==> config.mk <==
export PLATFORM = sky130hd
export DESIGN_NAME = prog_loader_flat
export DESIGN_NICKNAME = d
export VERILOG_FILES = /design/src/rtl/loader_pkg.sv /design/src/rtl/prog_loader_if.sv /design/src/rtl/ldr_timeout.sv /design/src/rtl/prog_loader.sv /design/src/flat_wrapper.sv
export SDC_FILE = /design/constraint.sdc
export NUM_CORES = 1
export LEC_CHECK = 0
export ABC_AREA = 1
export CORE_MARGIN = 4
export CORE_UTILIZATION = 50
export CTS_CLUSTER_SIZE = 20
export DETAILED_ROUTE_END_ITERATION = 10
export HOLD_SLACK_MARGIN = 0.1
export PLACE_DENSITY = 0.83
export SYNTH_ARGS = -nofsm -noshare
export SYNTH_HDL_FRONTEND = slang
export SYNTH_SLANG_ARGS = --single-unit
==> constraint.sdc <==
create_clock -name clk -period 1.9 [get_ports clk]
set_input_delay 0.19 -clock clk [delete_from_list [all_inputs] [get_ports clk]]
set_output_delay 0.19 -clock clk [all_outputs]
set_load 0.03 [all_outputs]
==> src/rtl/loader_pkg.sv <==
// Shared types and constants for the boot-time program loader.
package loader_pkg;

    localparam int unsigned BYTE_W      = 8;
    localparam int unsigned DATA_W      = 16;
    localparam int unsigned ADDR_W      = 16;
    localparam int unsigned DEPTH_DEF   = 256;
    localparam int unsigned TIMEOUT_DEF = 1000;

    localparam logic HOLD_ACTIVE = 1'b1;

    typedef enum logic [2:0] {
        HDR_HI,
        HDR_LO,
        DATA_HI,
        DATA_LO,
        WRITE,
        CHK,
        DONE,
        ERROR
    } loader_state_e;

    typedef struct packed {
        logic [ADDR_W-1:0] addr;
        logic [DATA_W-1:0] data;
    } pm_wr_t;

    // States in which the loader offers rx_ready.
    function automatic logic accepts_byte(input loader_state_e s);
        return (s == HDR_HI) || (s == HDR_LO) || (s == DATA_HI) ||
               (s == DATA_LO) || (s == CHK);
    endfunction

    // States in which a stalled sender is timed out (frame already started).
    function automatic logic idle_timed(input loader_state_e s);
        return (s == HDR_LO) || (s == DATA_HI) || (s == DATA_LO) || (s == CHK);
    endfunction

endpackage

==> src/rtl/prog_loader_if.sv <==
// Byte-stream input, program-memory write port and status of the loader.
interface prog_loader_if;
    import loader_pkg::*;

    logic [BYTE_W-1:0] rx_data;
    logic              rx_valid;
    logic              rx_ready;
    logic              pm_wr_en;
    logic [ADDR_W-1:0] pm_wr_addr;
    logic [DATA_W-1:0] pm_wr_data;
    logic              cpu_hold;
    logic              done;
    logic              error;
    logic [DATA_W-1:0] words_loaded;

    // Loader side.
    modport slave (
        input  rx_data, rx_valid,
        output rx_ready, pm_wr_en, pm_wr_addr, pm_wr_data,
               cpu_hold, done, error, words_loaded
    );

    // Byte source / observer side.
    modport master (
        output rx_data, rx_valid,
        input  rx_ready, pm_wr_en, pm_wr_addr, pm_wr_data,
               cpu_hold, done, error, words_loaded
    );

endinterface

==> src/rtl/ldr_timeout.sv <==
// Idle-cycle counter; flags the cycle in which the idle count reaches TIMEOUT.
module ldr_timeout #(
    parameter int unsigned TIMEOUT = 1000
) (
    input  logic clk,
    input  logic rst,
    input  logic clr_i,
    input  logic en_i,
    output logic expired_o_c
);

    localparam int unsigned CNT_W = (TIMEOUT > 1) ? $clog2(TIMEOUT) : 1;

    logic [CNT_W-1:0] cnt_q, cnt_d;

    always_comb begin
        cnt_d = cnt_q;
        if (clr_i) begin
            cnt_d = '0;
        end else if (en_i) begin
            cnt_d = cnt_q + CNT_W'(1);
        end
    end

    always_ff @(posedge clk or negedge rst) begin
        if (!rst) begin
            cnt_q <= '0;
        end else begin
            cnt_q <= cnt_d;
        end
    end

    // Expires on the idle edge that would take the count to TIMEOUT.
    assign expired_o_c = en_i & ~clr_i & (cnt_q == CNT_W'(TIMEOUT - 1));

endmodule

==> src/rtl/prog_loader.sv <==
// Boot loader: assembles big-endian words from a byte stream, writes program
// memory and releases the core only after the XOR checksum matches.
module prog_loader
    import loader_pkg::*;
#(
    parameter int unsigned DEPTH   = DEPTH_DEF,
    parameter int unsigned TIMEOUT = TIMEOUT_DEF
) (
    input  logic          clk,
    input  logic          rst,
    prog_loader_if.slave  bus
);

    loader_state_e     state_q, state_d;
    logic [DATA_W-1:0] count_q, count_d;
    logic [DATA_W-1:0] words_q, words_d;
    logic [BYTE_W-1:0] hi_q, hi_d;
    logic [BYTE_W-1:0] xor_q, xor_d;
    pm_wr_t            wr_q, wr_d;
    logic              rx_ready_q, rx_ready_d;
    logic              pm_wr_en_q, pm_wr_en_d;
    logic              cpu_hold_q, cpu_hold_d;
    logic              done_q, done_d;
    logic              error_q, error_d;

    logic              xfer_c;
    logic              tmo_active_c;
    logic              tmo_expired_c;
    logic [DATA_W-1:0] hdr_count_c;

    assign xfer_c       = bus.rx_valid & rx_ready_q;
    assign tmo_active_c = idle_timed(state_q);
    assign hdr_count_c  = {hi_q, bus.rx_data};

    ldr_timeout #(
        .TIMEOUT (TIMEOUT)
    ) u_timeout (
        .clk         (clk),
        .rst         (rst),
        .clr_i       (~tmo_active_c | xfer_c),
        .en_i        (tmo_active_c & ~xfer_c),
        .expired_o_c (tmo_expired_c)
    );

    // Next state, datapath latches and registered-output next values.
    always_comb begin
        state_d = state_q;
        count_d = count_q;
        words_d = words_q;
        hi_d    = hi_q;
        xor_d   = xor_q;
        wr_d    = wr_q;

        unique case (state_q)
            HDR_HI: begin
                if (xfer_c) begin
                    hi_d    = bus.rx_data;
                    state_d = HDR_LO;
                end
            end
            HDR_LO: begin
                if (xfer_c) begin
                    count_d = hdr_count_c;
                    xor_d   = '0;
                    if ({1'b0, hdr_count_c} > 17'(DEPTH)) begin
                        state_d = ERROR;
                    end else if (hdr_count_c == '0) begin
                        state_d = CHK;
                    end else begin
                        state_d = DATA_HI;
                    end
                end else if (tmo_expired_c) begin
                    state_d = ERROR;
                end
            end
            DATA_HI: begin
                if (xfer_c) begin
                    hi_d    = bus.rx_data;
                    xor_d   = xor_q ^ bus.rx_data;
                    state_d = DATA_LO;
                end else if (tmo_expired_c) begin
                    state_d = ERROR;
                end
            end
            DATA_LO: begin
                if (xfer_c) begin
                    wr_d.addr = {words_q[DATA_W-2:0], 1'b0};
                    wr_d.data = {hi_q, bus.rx_data};
                    xor_d     = xor_q ^ bus.rx_data;
                    state_d   = WRITE;
                end else if (tmo_expired_c) begin
                    state_d = ERROR;
                end
            end
            WRITE: begin
                words_d = words_q + 16'd1;
                state_d = (words_d == count_q) ? CHK : DATA_HI;
            end
            CHK: begin
                if (xfer_c) begin
                    state_d = (bus.rx_data == xor_q) ? DONE : ERROR;
                end else if (tmo_expired_c) begin
                    state_d = ERROR;
                end
            end
            DONE:    state_d = DONE;
            ERROR:   state_d = ERROR;
            default: state_d = ERROR;
        endcase

        rx_ready_d = accepts_byte(state_d);
        pm_wr_en_d = (state_d == WRITE);
        done_d     = (state_d == DONE);
        error_d    = (state_d == ERROR);
        cpu_hold_d = (state_d == DONE) ? ~HOLD_ACTIVE : HOLD_ACTIVE;
    end

    always_ff @(posedge clk or negedge rst) begin
        if (!rst) begin
            state_q    <= HDR_HI;
            count_q    <= '0;
            words_q    <= '0;
            hi_q       <= '0;
            xor_q      <= '0;
            wr_q       <= '0;
            rx_ready_q <= 1'b0;
            pm_wr_en_q <= 1'b0;
            cpu_hold_q <= HOLD_ACTIVE;
            done_q     <= 1'b0;
            error_q    <= 1'b0;
        end else begin
            state_q    <= state_d;
            count_q    <= count_d;
            words_q    <= words_d;
            hi_q       <= hi_d;
            xor_q      <= xor_d;
            wr_q       <= wr_d;
            rx_ready_q <= rx_ready_d;
            pm_wr_en_q <= pm_wr_en_d;
            cpu_hold_q <= cpu_hold_d;
            done_q     <= done_d;
            error_q    <= error_d;
        end
    end

    assign bus.rx_ready     = rx_ready_q;
    assign bus.pm_wr_en     = pm_wr_en_q;
    assign bus.pm_wr_addr   = wr_q.addr;
    assign bus.pm_wr_data   = wr_q.data;
    assign bus.cpu_hold     = cpu_hold_q;
    assign bus.done         = done_q;
    assign bus.error        = error_q;
    assign bus.words_loaded = words_q;

endmodule

==> src/flat_wrapper.sv <==
// flat-port wrapper written by rule: the top's interface ports become plain ports
module prog_loader_flat import loader_pkg::*;
#(
    parameter int unsigned DEPTH   = DEPTH_DEF,
    parameter int unsigned TIMEOUT = TIMEOUT_DEF
)
  (clk, rst, bus_rx_data, bus_rx_valid, bus_rx_ready, bus_pm_wr_en, bus_pm_wr_addr, bus_pm_wr_data, bus_cpu_hold, bus_done, bus_error, bus_words_loaded);
  prog_loader_if bus_i ();
  input  logic clk;
  input  logic rst;
  input wire logic [$bits(bus_i.rx_data)-1:0] bus_rx_data;
  input wire logic [$bits(bus_i.rx_valid)-1:0] bus_rx_valid;
  output wire logic [$bits(bus_i.rx_ready)-1:0] bus_rx_ready;
  output wire logic [$bits(bus_i.pm_wr_en)-1:0] bus_pm_wr_en;
  output wire logic [$bits(bus_i.pm_wr_addr)-1:0] bus_pm_wr_addr;
  output wire logic [$bits(bus_i.pm_wr_data)-1:0] bus_pm_wr_data;
  output wire logic [$bits(bus_i.cpu_hold)-1:0] bus_cpu_hold;
  output wire logic [$bits(bus_i.done)-1:0] bus_done;
  output wire logic [$bits(bus_i.error)-1:0] bus_error;
  output wire logic [$bits(bus_i.words_loaded)-1:0] bus_words_loaded;
  assign bus_i.rx_data = bus_rx_data;
  assign bus_i.rx_valid = bus_rx_valid;
  assign bus_rx_ready = bus_i.rx_ready;
  assign bus_pm_wr_en = bus_i.pm_wr_en;
  assign bus_pm_wr_addr = bus_i.pm_wr_addr;
  assign bus_pm_wr_data = bus_i.pm_wr_data;
  assign bus_cpu_hold = bus_i.cpu_hold;
  assign bus_done = bus_i.done;
  assign bus_error = bus_i.error;
  assign bus_words_loaded = bus_i.words_loaded;
  prog_loader #(.DEPTH(DEPTH), .TIMEOUT(TIMEOUT)) u_core (.clk(clk), .rst(rst), .bus(bus_i));
endmodule
# After elaboration in Yosys (flattened, before gate mapping)
# Cells that the tools add are included.
# word_totals
elab_cells	79
input_bits	11
reg_bits	97
output_inout_bits	53
# classes
n_reduce_logical	18
addsub	2
bitwise	9
eq_ne	19
n_lt_le_gt_ge	1
muxes	17
# op_table
op	count
2-to-1 mux 3 bit	9
equality test 3 bit (second input constant)	8
case mux 3 bit (8 select lines)	1
2-to-1 mux 10 bit	2
adder 16 x 1 -> 16 bit (second input constant)	1
equality test 16 bit	1
greater-than comparator 16 x 9 -> 1 bit (second input constant)	1
logical NOT 16 bit	1
2-to-1 mux 8 bit	2
case mux 8 bit (2 select lines)	1
equality test 3 x 2 -> 1 bit (second input constant)	4
adder 10 x 1 -> 10 bit (second input constant)	1
equality test 10 bit (second input constant)	1
equality test 8 bit	1
XOR 8 bit	1
logical OR 1 bit	7
equality test 3 x 1 -> 1 bit (second input constant)	2
logical NOT 3 bit	2
AND reduction 2 bit	3
AND 1 bit	4
inequality test 2 x 1 -> 1 bit (second input constant)	2
nonzero test 2 bit	2
OR reduction 2 bit	2
NOT 1 bit	3
other kinds (3)	4

# Logic depth before layout (Yosys ltp)
# Gate-level depths: netlist of the first run.
# depth
ltp_word	17
mapped_depth	16
ltp_nobuf	16

# Hierarchy
# From an unflattened synthesis of the first run, not the netlist that was laid out.
# hier_totals
hier_cells	607
hier_area_um2	4823.4
# modules_own_cells
module	cells_each	instances	seq_area_each_um2	area_per_inst_um2
prog_loader	533	1	2178.3	4269.1
ldr_timeout	74	1	250.2	554.3

# Worst setup path after synthesis of the first run
# Ideal clock, no wire load.
# synth_timing
kind	register to register
start	register u_core.words_q[0], in the netlist u_core.bus.words_loaded[0]
end	register u_core.done_q, in the netlist u_core.bus.done
path_slack_ns	-0.136
synth_period_minus_slack_ns	2.036
required_ns	1.828
setup_time_ns	0.072
path_buffers	0
t_arrival_ns	1.965
stages_incl_launch_ff	16
path_cell_list	dfrtp_1 > ha_1 > nand2_1 > nor2_4 > nand3_1 > nand2_1 > nand2_1 > nand2_1 > nand2_1 > nor2_1 > nand2_1 > nor2_2 > nand3_2 > nand2_2 > nand2_2 > nor2_1
# synth_between
elab_chain_cells	5
# synth_lines
item	line_no	rtl
start, declared	prog_loader.sv:16	logic [DATA_W-1:0] words_q, words_d;
start signal, assigned	prog_loader.sv:134	words_q <= words_d;
adder 16 x 1 -> 16 bit	prog_loader.sv:96	words_d = words_q + 16'd1;
equality test 16 bit	prog_loader.sv:97	state_d = (words_d == count_q) ? CHK : DATA_HI;
2-to-1 mux 3 bit	prog_loader.sv:97	
case mux 3 bit (8 select lines)	prog_loader.sv:54	unique case (state_q)
named net u_core.state_d[2]	prog_loader.sv:14	loader_state_e state_q, state_d;
equality test 3 bit	prog_loader.sv:113	done_d = (state_d == DONE);
named net u_core.done_d	prog_loader.sv:23	logic done_q, done_d;
end signal, assigned	prog_loader.sv:141	done_q <= done_d;
end, declared	prog_loader.sv:23	
# The timed path passes the listed nets, and every way through them passes these cells.
# A chain may end at the register's enable or synchronous reset.

# Worst setup path in the final report of the first run
# layout_timing
start	register u_core.words_q[0], in the netlist u_core.bus.words_loaded[0]
end	register u_core.error_q, in the netlist u_core.bus.error
# layout_between
elab_chain_cells	5
# layout_lines
item	line_no	rtl
adder 16 x 1 -> 16 bit	prog_loader.sv:96	
equality test 16 bit	prog_loader.sv:97	
2-to-1 mux 3 bit	prog_loader.sv:97	
case mux 3 bit (8 select lines)	prog_loader.sv:54	
equality test 3 bit	prog_loader.sv:114	error_d = (state_d == ERROR);
named net u_core.error_d	prog_loader.sv:24	logic error_q, error_d;
end signal, assigned	prog_loader.sv:142	error_q <= error_d;
end, declared	prog_loader.sv:24	
# The timed path passes the listed nets, and every way through them passes these cells.

==> results of run 1 <==
## power by group through the flow
stage | clock (W) | combinational, W | sequential (W)
floorplan | 0 | 0.0000198 | 0.00210
global placement | 0 | 0.000113 | 0.00210
detailed placement | 0 | 0.000115 | 0.00210
CTS | 0.00125 | 0.000116 | 0.00206
global route | 0.00136 | 0.000127 | 0.00206
finish | 0.00125 | 0.000114 | 0.00206
## cell usage in the layout (no fill, tap or decap), drive strengths merged
master,count
a21oi,8
xnor2,3
dfrtp,96
o21a,1
clkbuf,11
dfstp,1
clkinv,2
nand3,56
o21bai,1
nor3b,2
buf,37
nor3,11
clkdlybuf4s50,61
clkinvlp,2
xor2,8
nor2,51
nand4,10
o21ai,83
conb,1
ha,2
dlygate4sd3,1
inv,79
a31oi,1
nand3b,5
nand2,194
## through the flow
| step | hold WS [ps] | cells |
|---|---|---|
| 2_1_floorplan | -106 | 628 |
| 3_3_place_gp | 168 | 832 |
| 3_5_place_dp | 172 | 832 |
| 4_1_cts | 301 | 852 |
| 5_1_grt | 319 | 856 |
| 6_report | 294 | 856 |
## worst max-delay path: cells and delay by family, from the launching register on
family / cells / cell delay, ps
flip-flops: 1 / 430
AND/OR/NAND/NOR: 14 / 1360
adder cells (fa/ha/maj): 1 / 170
## layout make-up
| type | count | area (um^2) |
|---|---|---|
| fillers | 747 | 3240 |
| flip-flops and latches | 97 | 2440 |
| multi-input cells | 437 | 2110 |
| repair buffers | 99 | 915 |
| inverters | 78 | 293 |
| well taps | 129 | 161 |
| clock buffers | 11 | 131 |
| clock inverters | 5 | 41.3 |
## worst max-delay path by stage
stage                                     startpoint                        to  slack (ps)  depth (start not counted)
after CTS                 u_core.bus.words_loaded[1]           u_core.bus.done         -20                         14
after detailed placement                bus_rx_valid  u_core.bus.pm_wr_data[7]        -150                          9
after global placement                  bus_rx_valid  u_core.bus.pm_wr_addr[9]        -110                          9
after global routing      u_core.bus.words_loaded[1]          u_core.bus.error        -320                         15
after floorplan           u_core.bus.words_loaded[2]           u_core.bus.done          20                         13
final                     u_core.bus.words_loaded[0]          u_core.bus.error        -130                         15
## kinds of logic (layout without fill, tap and decap cells)
group / Yosys count / count (layout) / share of synthesized area, %
fa+ha+maj: 2 / 2 / 0.520
xor+xnor: 11 / 11 / 2.00
buf+inv: 95 / 193 / 7.56
simple gates: 328 / 329 / 29.5
other cells: 1 / 1 / 0.0779
compound gates: 94 / 94 / 9.90
flops: 97 / 97 / 50.4
## per-layer routing
layer | routed length (um) | up-vias | share of wire, % | global-route usage, %
met3 | 840 | 35 | 7.1 | 4.19
met2 | 5740 | 198 | 48 | 37.8
met5 | 0 | - | 0 | 0
met1 | 4930 | 2090 | 42 | 27.0
li1 | - | 2196 | - | -
met4 | 321 | 0 | 2.7 | 8.33
## sequential cells by signal, summed over array words and instances (netlist names), 3 cells and up
| register | count |
|---|---|
| u_core.count_q | 16 |
| u_core.xor_q | 8 |
| u_core.bus.pm_wr_addr | 15 |
| u_core.bus.pm_wr_data | 16 |
| u_core.bus.words_loaded | 16 |
| u_core.state_q | 3 |
| u_core.u_timeout.cnt_q | 10 |
| u_core.hi_q | 8 |
## timing repair
| action | 4_1_cts | 5_1_grt |
|---|---|---|
| endpoints found under the setup margin | 5 | 35 |
| resized for setup | 9 | 14 |
| hold buffers | 1 | 0 |
| gates cloned | 1 | 0 |
| endpoints found under the hold margin | 31 | 0 |
| pin swaps | 2 | 6 |
| setup buffers | 2 | 4 |
==> results.txt, run 1 <==
----------------------------------------------------
[Setup path]
  Data required time at the worst endpoint ... 2210 ps
  Most frequent CP cell ... sky130_fd_sc_hd__nand2_1
  Slowest CP cell ... sky130_fd_sc_hd__dfrtp_2
  Number of cells on the worst reg-to-reg path ... 15
  Worst R2R End ... u_core.bus.error
  Classification of the worst setup path ... reg2reg
  Worst Path Arrival ... 2350 ps
  Critical path's largest stage delay ... 430 ps
  R2r startpoint ... u_core.bus.words_loaded[0]
  Worst Path Max Fanout ... 5
  Crit path cell chain ... ha_4, nand2_4, nor2_4, nand3_2, nand2_2, nand2_1, nand2_1, nand2_2, nor2_2, nand2_1, nor2_2, nand3_2, nand2_1, nand2_1, nor2_1
  Kind of start point of the critical path ... flop
  Sort of element at the end of the critical path ... flop
  Register-to-Register Setup Slack ... -130 ps

[Placement]
  Cell area after placement ... 5780 um^2
  Worst setup timing slack at the placement stage ... -155 ps
  Placer congestion estimate ... 0.876
  HPWL after DPL ... 8650 um
  Quantity of I/O buffers inserted on ports ... 62

[STA]
  # setup viols final ... 5
  Number of max-slew violations in the final report ... 0
  Setup repair after global routing missed its margin ... yes
  Layout Skew ... 12.5 ps
  Final period util ... 107%
  Setup tns final ... -499 ps
  Final hold violation count ... 0
  Shortest period the worst path allows ... 2030 ps
  Highest achievable clock rate ... 492 MHz
  Worst Slack Setup Final ... -134 ps

[Route]
  First-pass detailed-route iteration total ... 5
  Total number of vias ... 4,519
  Drt drc ... 0
  Via-per-instance ratio ... 5.28
  Post-detailed-route wirelength per cell ... 13.8 um
  Drt total wl ... 11,800 um
  Iteration-0 DRC count of the detailed router ... 253
  Remaining number of nets flagged by the antenna check after routing ... 0

[Logic synthesis]
  Post-synth top cells ... sky130_fd_sc_hd__nand2_1 (189), sky130_fd_sc_hd__dfrtp_1 (96), sky130_fd_sc_hd__o21ai_0 (83), sky130_fd_sc_hd__inv_1 (76), sky130_fd_sc_hd__nand3_1 (55)
  Fraction of post-synthesis cell area in the top cell type by area ... 49.9%
  Synthesized cell area ... 4820 um^2
  Number of synthesis warnings ... 0
  Syn Nets ... 641
  Cell accounting for the most synthesized area ... sky130_fd_sc_hd__dfrtp_1
  Most frequent cell after synthesis ... sky130_fd_sc_hd__nand2_1
  Post-Syn Area per Cell ... 7.67 um^2
  Most common flop cell mapped by yosys ... sky130_fd_sc_hd__dfrtp_1
  Sequential element share of the synthesized area ... 50.4%
  Yosys reg bits ... 97
  Number of different library cells in the post-synthesis netlist ... 27
  Fraction of synthesis flops using an asynchronous set or reset pin ... 100%
  Post-synth EDFFs ... 0
  Post-synthesis instance total ... 628
  Biggest area contributors in the synthesized netlist ... sky130_fd_sc_hd__dfrtp_1 (50%), sky130_fd_sc_hd__nand2_1 (15%), sky130_fd_sc_hd__o21ai_0 (8.6%)

[Clocking]
  Number of buffers inserted during clock tree synthesis ... 9
  Maximum buffer depth of the clock tree ... 2
  Buffer type at the clock tree root ... sky130_fd_sc_hd__clkbuf_8
  Deepest level of the CTS H-tree ... 3
  Later-pin clock latency in the skew report ... 380 ps
  CTS sink count ... 97
  TritonCTS clock tree ... yes
  Clock transition at path regs ... 100 ps

[Floorplanning]
  Die outline width ... 106 um
  Top-level port count ... 64
  Die Area ... 11,300 um^2
  Placeable core region ... 9330 um^2
  Initial cell density of the core ... 51.6%
  Die H ... 106 um
  Number of standard-cell rows in the floorplan ... 35

[Pwr]
  Switching power total ... 0.000833 W
  Final total power ... 0.00343 W
  Net switching share of the total power ... 24.3%
  Power density over cell area ... 563 nW/um^2
  Logic pwr share ... 3.3%
  Worst voltage drop across the vdd grid ... 353 uV
  Part of the total power dissipated in sequential elements ... 60.2%
  Power share of the clock group ... 36.5%
  Pleak ... 2.78 nW
  Cell-internal power ... 0.00259 W

[Cells and area]
  Antenna cell count ... 0
  Fraction of layout cells with a size suffix above 1 ... 12.4%
  Design area ... 6090 um^2
  Area added between synthesis and finish ... 26.5%
  Final Net Count ... 735
  Post-layout util ... 65.3%

[Outcome]
  Outcome ... complete, but fails checks
  Violations in the final reports ... setup timing

[Global route]
  Initial antenna violation count ... 0
  Pin count of the biggest net entering global routing ... 35
  Vias in the first global route ... 4,447
  First-pass GRT wire length ... 20,000 um
  Total congestion overflow after global routing ... 0
  Total Routing Usage GR ... 21.9%

[Hold path]
  Type of the tightest min-delay check ... in2async

[Run]
  Maxcap violations ... 0

----------------------------------------------------
(Power assumes the default switching activity.)
==> inputs of run 2 (changes only) <==
==> constraint.sdc (replaced) <==
create_clock -name clk -period 1.9 [get_ports clk]
set_input_delay 0.285 -clock clk [delete_from_list [all_inputs] [get_ports clk]]
set_output_delay 0.285 -clock clk [all_outputs]
set_load 0.03 [all_outputs]
==> results.txt, run 2 (synthesis gave the netlist of run 1 again) <==
----------------------------------------------------
[Outcome]
  Outcome ... complete, but fails checks
  Violations in the final reports ... setup timing

[Clocking]
  Clock transition at path regs ... 90 ps
  TritonCTS clock tree ... yes
  Later-pin clock latency in the skew report ... 370 ps
  CTS sink count ... 97
  Buffer type at the clock tree root ... sky130_fd_sc_hd__clkbuf_8
  Number of buffers inserted during clock tree synthesis ... 9
  Maximum buffer depth of the clock tree ... 2
  Deepest level of the CTS H-tree ... 3

[Setup path]
  Worst Path Max Fanout ... 5
  Number of cells on the worst reg-to-reg path ... 15
  Crit path cell chain ... ha_4, nand2_4, nor2_4, nand3_2, nand2_2, nand2_1, nand2_1, nand2_1, nor2_2, nand2_1, nor2_2, nand3_2, nand2_4, nand2_2, nor2_1
  Data required time at the worst endpoint ... 2200 ps
  Critical path's largest stage delay ... 420 ps
  Kind of start point of the critical path ... flop
  Slowest CP cell ... sky130_fd_sc_hd__dfrtp_2
  Register-to-Register Setup Slack ... -150 ps
  Classification of the worst setup path ... reg2reg
  Worst R2R End ... u_core.bus.error
  Most frequent CP cell ... sky130_fd_sc_hd__nand2_1
  Sort of element at the end of the critical path ... flop
  R2r startpoint ... u_core.bus.words_loaded[0]
  Worst Path Arrival ... 2350 ps

[Global route]
  Total Routing Usage GR ... 22.3%
  First-pass GRT wire length ... 20,300 um
  Total congestion overflow after global routing ... 0
  Pin count of the biggest net entering global routing ... 98
  Vias in the first global route ... 4,397
  Initial antenna violation count ... 0

[STA]
  Layout Skew ... 10.5 ps
  Worst hold margin ... 473 ps
  # setup viols final ... 7
  Worst Slack Setup Final ... -148 ps
  Final hold violation count ... 0
  Shortest period the worst path allows ... 2050 ps
  Setup repair after global routing missed its margin ... yes
  Highest achievable clock rate ... 488 MHz
  Final period util ... 108%
  Worst-case headroom to the max-slew limit ... 66.2%
  Number of max-slew violations in the final report ... 0
  Worst-Margin Slew ... 506 ps

[Hold path]
  Hold Crit Start ... u_core.u_timeout.cnt_q[0]
  Worst min-delay path endpoint ... u_core.u_timeout.cnt_q[0]
  Worst hold path stage count ... 1
  Type of the tightest min-delay check ... reg2reg

[Pwr]
  Final total power ... 0.00363 W
  Worst voltage drop across the vdd grid ... 405 uV
  Pleak ... 2.94 nW
  Power density over cell area ... 586 nW/um^2

[Floorplanning]
  Top-level port count ... 64
  Initial cell density of the core ... 51.6%
  Number of standard-cell rows in the floorplan ... 35
  Placeable core region ... 9330 um^2
  Die outline width ... 106 um
  Die Area ... 11,300 um^2
  Die H ... 106 um

[Placement]
  Placer congestion estimate ... 0.900
  Cells after DPL ... 840
  Quantity of I/O buffers inserted on ports ... 62
  HPWL after DPL ... 8690 um

[Cells and area]
  Most common cell after layout, fill and taps aside ... sky130_fd_sc_hd__nand2_1
  Area added between synthesis and finish ... 28.7%
  Filler cell count ... 782
  Post-layout util ... 66.4%
  Final Instance Count excl. Fillers ... 862
  Leading cell types in the layout, fill and taps excluded ... sky130_fd_sc_hd__nand2_1 (183), sky130_fd_sc_hd__dfrtp_1 (89), sky130_fd_sc_hd__o21ai_0 (83), sky130_fd_sc_hd__inv_1 (75), sky130_fd_sc_hd__clkdlybuf4s50_1 (53)
  Antenna cell count ... 0
  Fraction of layout cells with a size suffix above 1 ... 13.2%
  Final Net Count ... 743

[Route]
  Drt total wl ... 12,100 um
  First-pass detailed-route iteration total ... 5
  Post-detailed-route wirelength per cell ... 14.0 um
  Iteration-0 DRC count of the detailed router ... 337
  Total number of vias ... 4,536
  Via-per-instance ratio ... 5.26
  Remaining number of nets flagged by the antenna check after routing ... 0
  Drt drc ... 0

[Run]
  Maxcap violations ... 0

----------------------------------------------------
## run 2: worst max path at each step
stage	from	end	slack [ps]	cells after the start
after floorplan	u_core.bus.words_loaded[2]	u_core.bus.done	20	13
after global placement	bus_rx_valid	u_core.bus.error	-170	11
after detailed placement	bus_rx_valid	u_core.bus.error	-190	11
after CTS	u_core.bus.words_loaded[0]	u_core.bus.error	-30	15
after global routing	u_core.bus.words_loaded[1]	u_core.bus.rx_ready	-310	15
final	u_core.bus.words_loaded[0]	u_core.bus.error	-150	15
## run 2: routing by layer
| metal | vias up | global-route usage (%) | share of wire (%) |
|---|---|---|---|
| li1 | 2210 | - | - |
| met1 | 2122 | 28.8 | 43 |
| met2 | 173 | 37.2 | 48 |
| met3 | 31 | 4.13 | 6.7 |
| met4 | 0 | 8.51 | 2.5 |
| met5 | - | 0 | 0 |
## run 2: critical path, delay by kind of cell, from the launching register on
| kind | cells | cell delay, ps |
|---|---|---|
| AND/OR/NAND/NOR | 14 | 1390 |
| flip-flops | 1 | 420 |
| adder cells (fa/ha/maj) | 1 | 170 |
## run 2: metrics by stage
stage	cell area [um^2]	worst slack, ps	setup TNS (ps)
6_report	6200	-148	-650
5_1_grt	6200	-306	-1710
4_1_cts	6120	-26.4	-50.1
3_5_place_dp	5860	-186	-623
3_3_place_gp	5860	-171	-628
2_1_floorplan	4840	17.0	0
## run 2: area by class of cell
cell class / count / area [um^2] / share of cell area, %
tap: 129 / 161 / 2.60
multi-input combinational: 437 / 2100 / 34.0
clock inverter: 3 / 67.6 / 1.09
sequential: 97 / 2440 / 39.3
timing repair buffer: 107 / 992 / 16.0
clock buffer: 11 / 141 / 2.28
inverter: 78 / 293 / 4.72
## run 2: where the power goes
group	switching, W	total (W)	leakage, nW	internal (W)
clock	0.000691	0.00145	0.101	0.000764
combinational	0.0000699	0.000112	1.61	0.0000417
sequential	0	0.00206	1.24	0.00206
total	0.000761	0.00363	2.94	0.00287
## run 2: timing repair
action	4_1_cts	5_1_grt
gates cloned	1	0
pin swaps	5	6
hold buffers	1	0
endpoints found under the setup margin	10	11
setup buffers	2	4
hold endpoints to repair	96	0
resized for setup	14	17
==> inputs of run 3 (changes only) <==
REMOVE_ABC_BUFFERS = 1   (was default)
==> results.txt, run 3 (synthesis gave the netlist of run 1 again) <==
----------------------------------------------------
[STA]
  Final period util ... 110%
  Highest achievable clock rate ... 479 MHz
  Number of max-slew violations in the final report ... 0
  Worst-case headroom to the max-slew limit ... 65.2%
  Setup repair after global routing missed its margin ... yes
  Worst Slack Setup Final ... -189 ps
  Final hold violation count ... 0
  # setup viols final ... 6
  Worst hold margin ... 441 ps
  Layout Skew ... 6.50 ps
  Shortest period the worst path allows ... 2090 ps
  Worst-Margin Slew ... 522 ps

[Route]
  Via-per-instance ratio ... 5.31
  Post-detailed-route wirelength per cell ... 14.7 um
  Total number of vias ... 4,603
  First-pass detailed-route iteration total ... 5
  Remaining number of nets flagged by the antenna check after routing ... 0
  Drt drc ... 0
  Drt total wl ... 12,700 um
  Iteration-0 DRC count of the detailed router ... 330

[Global route]
  First-pass GRT wire length ... 21,200 um
  Total congestion overflow after global routing ... 0
  Total Routing Usage GR ... 23.1%
  Vias in the first global route ... 4,670
  Pin count of the biggest net entering global routing ... 39
  Initial antenna violation count ... 0

[Placement]
  Quantity of I/O buffers inserted on ports ... 62
  Cells after DPL ... 844
  Placer congestion estimate ... 0.997
  HPWL after DPL ... 8800 um

[Setup path]
  Sort of element at the end of the critical path ... flop
  Worst Path Max Fanout ... 8
  Data required time at the worst endpoint ... 2200 ps
  Kind of start point of the critical path ... flop
  Worst Path Arrival ... 2390 ps
  Classification of the worst setup path ... reg2reg

[Floorplanning]
  Number of standard-cell rows in the floorplan ... 35
  Top-level port count ... 64
  Initial cell density of the core ... 51.6%
  Die H ... 106 um
  Die Area ... 11,300 um^2
  Die outline width ... 106 um
  Placeable core region ... 9330 um^2

[Pwr]
  Pleak ... 3.01 nW
  Power density over cell area ... 610 nW/um^2
  Worst voltage drop across the vdd grid ... 506 uV

[Run]
  Maxcap violations ... 0

[Cells and area]
  Antenna cell count ... 0
  Area added between synthesis and finish ... 31.3%
  Leading cell types in the layout, fill and taps excluded ... sky130_fd_sc_hd__nand2_1 (177), sky130_fd_sc_hd__dfrtp_1 (94), sky130_fd_sc_hd__o21ai_0 (83), sky130_fd_sc_hd__inv_1 (75), sky130_fd_sc_hd__clkdlybuf4s50_1 (53)
  Final Net Count ... 746
  Area taken by multi-input logic gates ... 2180 um^2
  Filler cell count ... 730
  Most common cell after layout, fill and taps aside ... sky130_fd_sc_hd__nand2_1
  Register area ... 2430 um^2
  Fraction of layout cells with a size suffix above 1 ... 14.8%
  Final Instance Count excl. Fillers ... 867

[Clocking]
  Maximum buffer depth of the clock tree ... 2
  Later-pin clock latency in the skew report ... 360 ps
  Deepest level of the CTS H-tree ... 3
  Clock transition at path regs ... 90 ps
  CTS sink count ... 97
  TritonCTS clock tree ... yes
  Buffer type at the clock tree root ... sky130_fd_sc_hd__clkbuf_8
  Number of buffers inserted during clock tree synthesis ... 9

[Outcome]
  Violations in the final reports ... setup timing
  Outcome ... complete, but fails checks

[Hold path]
  Type of the tightest min-delay check ... in2async

----------------------------------------------------
==> run 3: cell types whose count changed in the layout (fill, tap and decap cells not counted), sizes merged <==
cell,change
clkbuf,+1
clkinv,+1
buf,+3
clkinvlp,-1
bufinv,+1
==> run 3: stage by stage <==
| stage | area (um^2) | setup slack (ps) | util [%] | total power [W] | setup TNS, ps |
|---|---|---|---|---|---|
| global route | 6320 | -351 | 67.8 | 0.00398 | -1810 |
| finish | 6320 | -189 | 67.8 | 0.00386 | -830 |
| global placement | 5850 | -111 | 62.7 | 0.00222 | -3050 |
| detailed placement | 5850 | -179 | 62.7 | 0.00222 | -5400 |
| CTS | 6240 | -142 | 66.9 | 0.00387 | -479 |
| floorplan | 4740 | -412 | - | 0.00212 | -13640 |
==> run 3: layout make-up <==
class,instances,area share (%)
flip-flops and latches,97,38.4
clock buffers,12,2.45
multi-input cells,437,34.4
clock inverters,4,1.56
well taps,129,2.55
inverters,78,4.67
repair buffers,110,15.9
==> run 3: where the power goes <==
part           internal, W  leakage, nW  switching, W
Combinational    0.0000442         1.63     0.0000722
Clock             0.000950        0.127      0.000726
Sequential         0.00206         1.24             0
==> run 3: metal layers <==
| metal | part of all wire, % | global-route usage [%] | vias up |
|---|---|---|---|
| met1 | 39 | 27.7 | 2150 |
| met3 | 7.0 | 4.37 | 46 |
| met4 | 3.0 | 8.05 | 0 |
| met2 | 51 | 41.5 | 204 |
| met5 | 0 | 0 | - |
| li1 | - | - | 2203 |
==> run 3: worst paths after layout <==
kind	start	endpoint	slack, ps	cells past startpoint
min	rst	u_core.bus.pm_wr_addr[5]	440	2
min reg2reg	u_core.u_timeout.cnt_q[0]	u_core.u_timeout.cnt_q[0]	470	1
max reg2reg	u_core.bus.words_loaded[0]	u_core.bus.rx_ready	-190	13
min in group clk	u_core.u_timeout.cnt_q[0]	u_core.u_timeout.cnt_q[0]	470	1
max	u_core.bus.words_loaded[0]	u_core.bus.rx_ready	-190	13
max in group asynchronous	rst	u_core.bus.cpu_hold	820	3
==> run 3: what timing repair did <==
item / 4_1_cts / 5_1_grt
pin swaps: 17 / 11
setup endpoints to repair: 10 / 19
setup buffers: 4 / 1
gates cloned: 1 / 0
hold endpoints to repair: 35 / 0
hold buffers: 1 / 0
gates resized for setup: 29 / 21
==> run 3: critical path, stage by stage (launching register included) <==
cell and delay (ps):
sky130_fd_sc_hd__dfrtp_1 420, sky130_fd_sc_hd__buf_6 140, sky130_fd_sc_hd__inv_4 40, sky130_fd_sc_hd__nor2_4 250, sky130_fd_sc_hd__nand4_1 250, sky130_fd_sc_hd__nand3_1 130
sky130_fd_sc_hd__nand2_1 50, sky130_fd_sc_hd__nor2_1 100, sky130_fd_sc_hd__nand2_1 70, sky130_fd_sc_hd__nor2_2 110, sky130_fd_sc_hd__nand3_2 140, sky130_fd_sc_hd__nand3_1 190
sky130_fd_sc_hd__nand2_1 70, sky130_fd_sc_hd__nand2_1 60
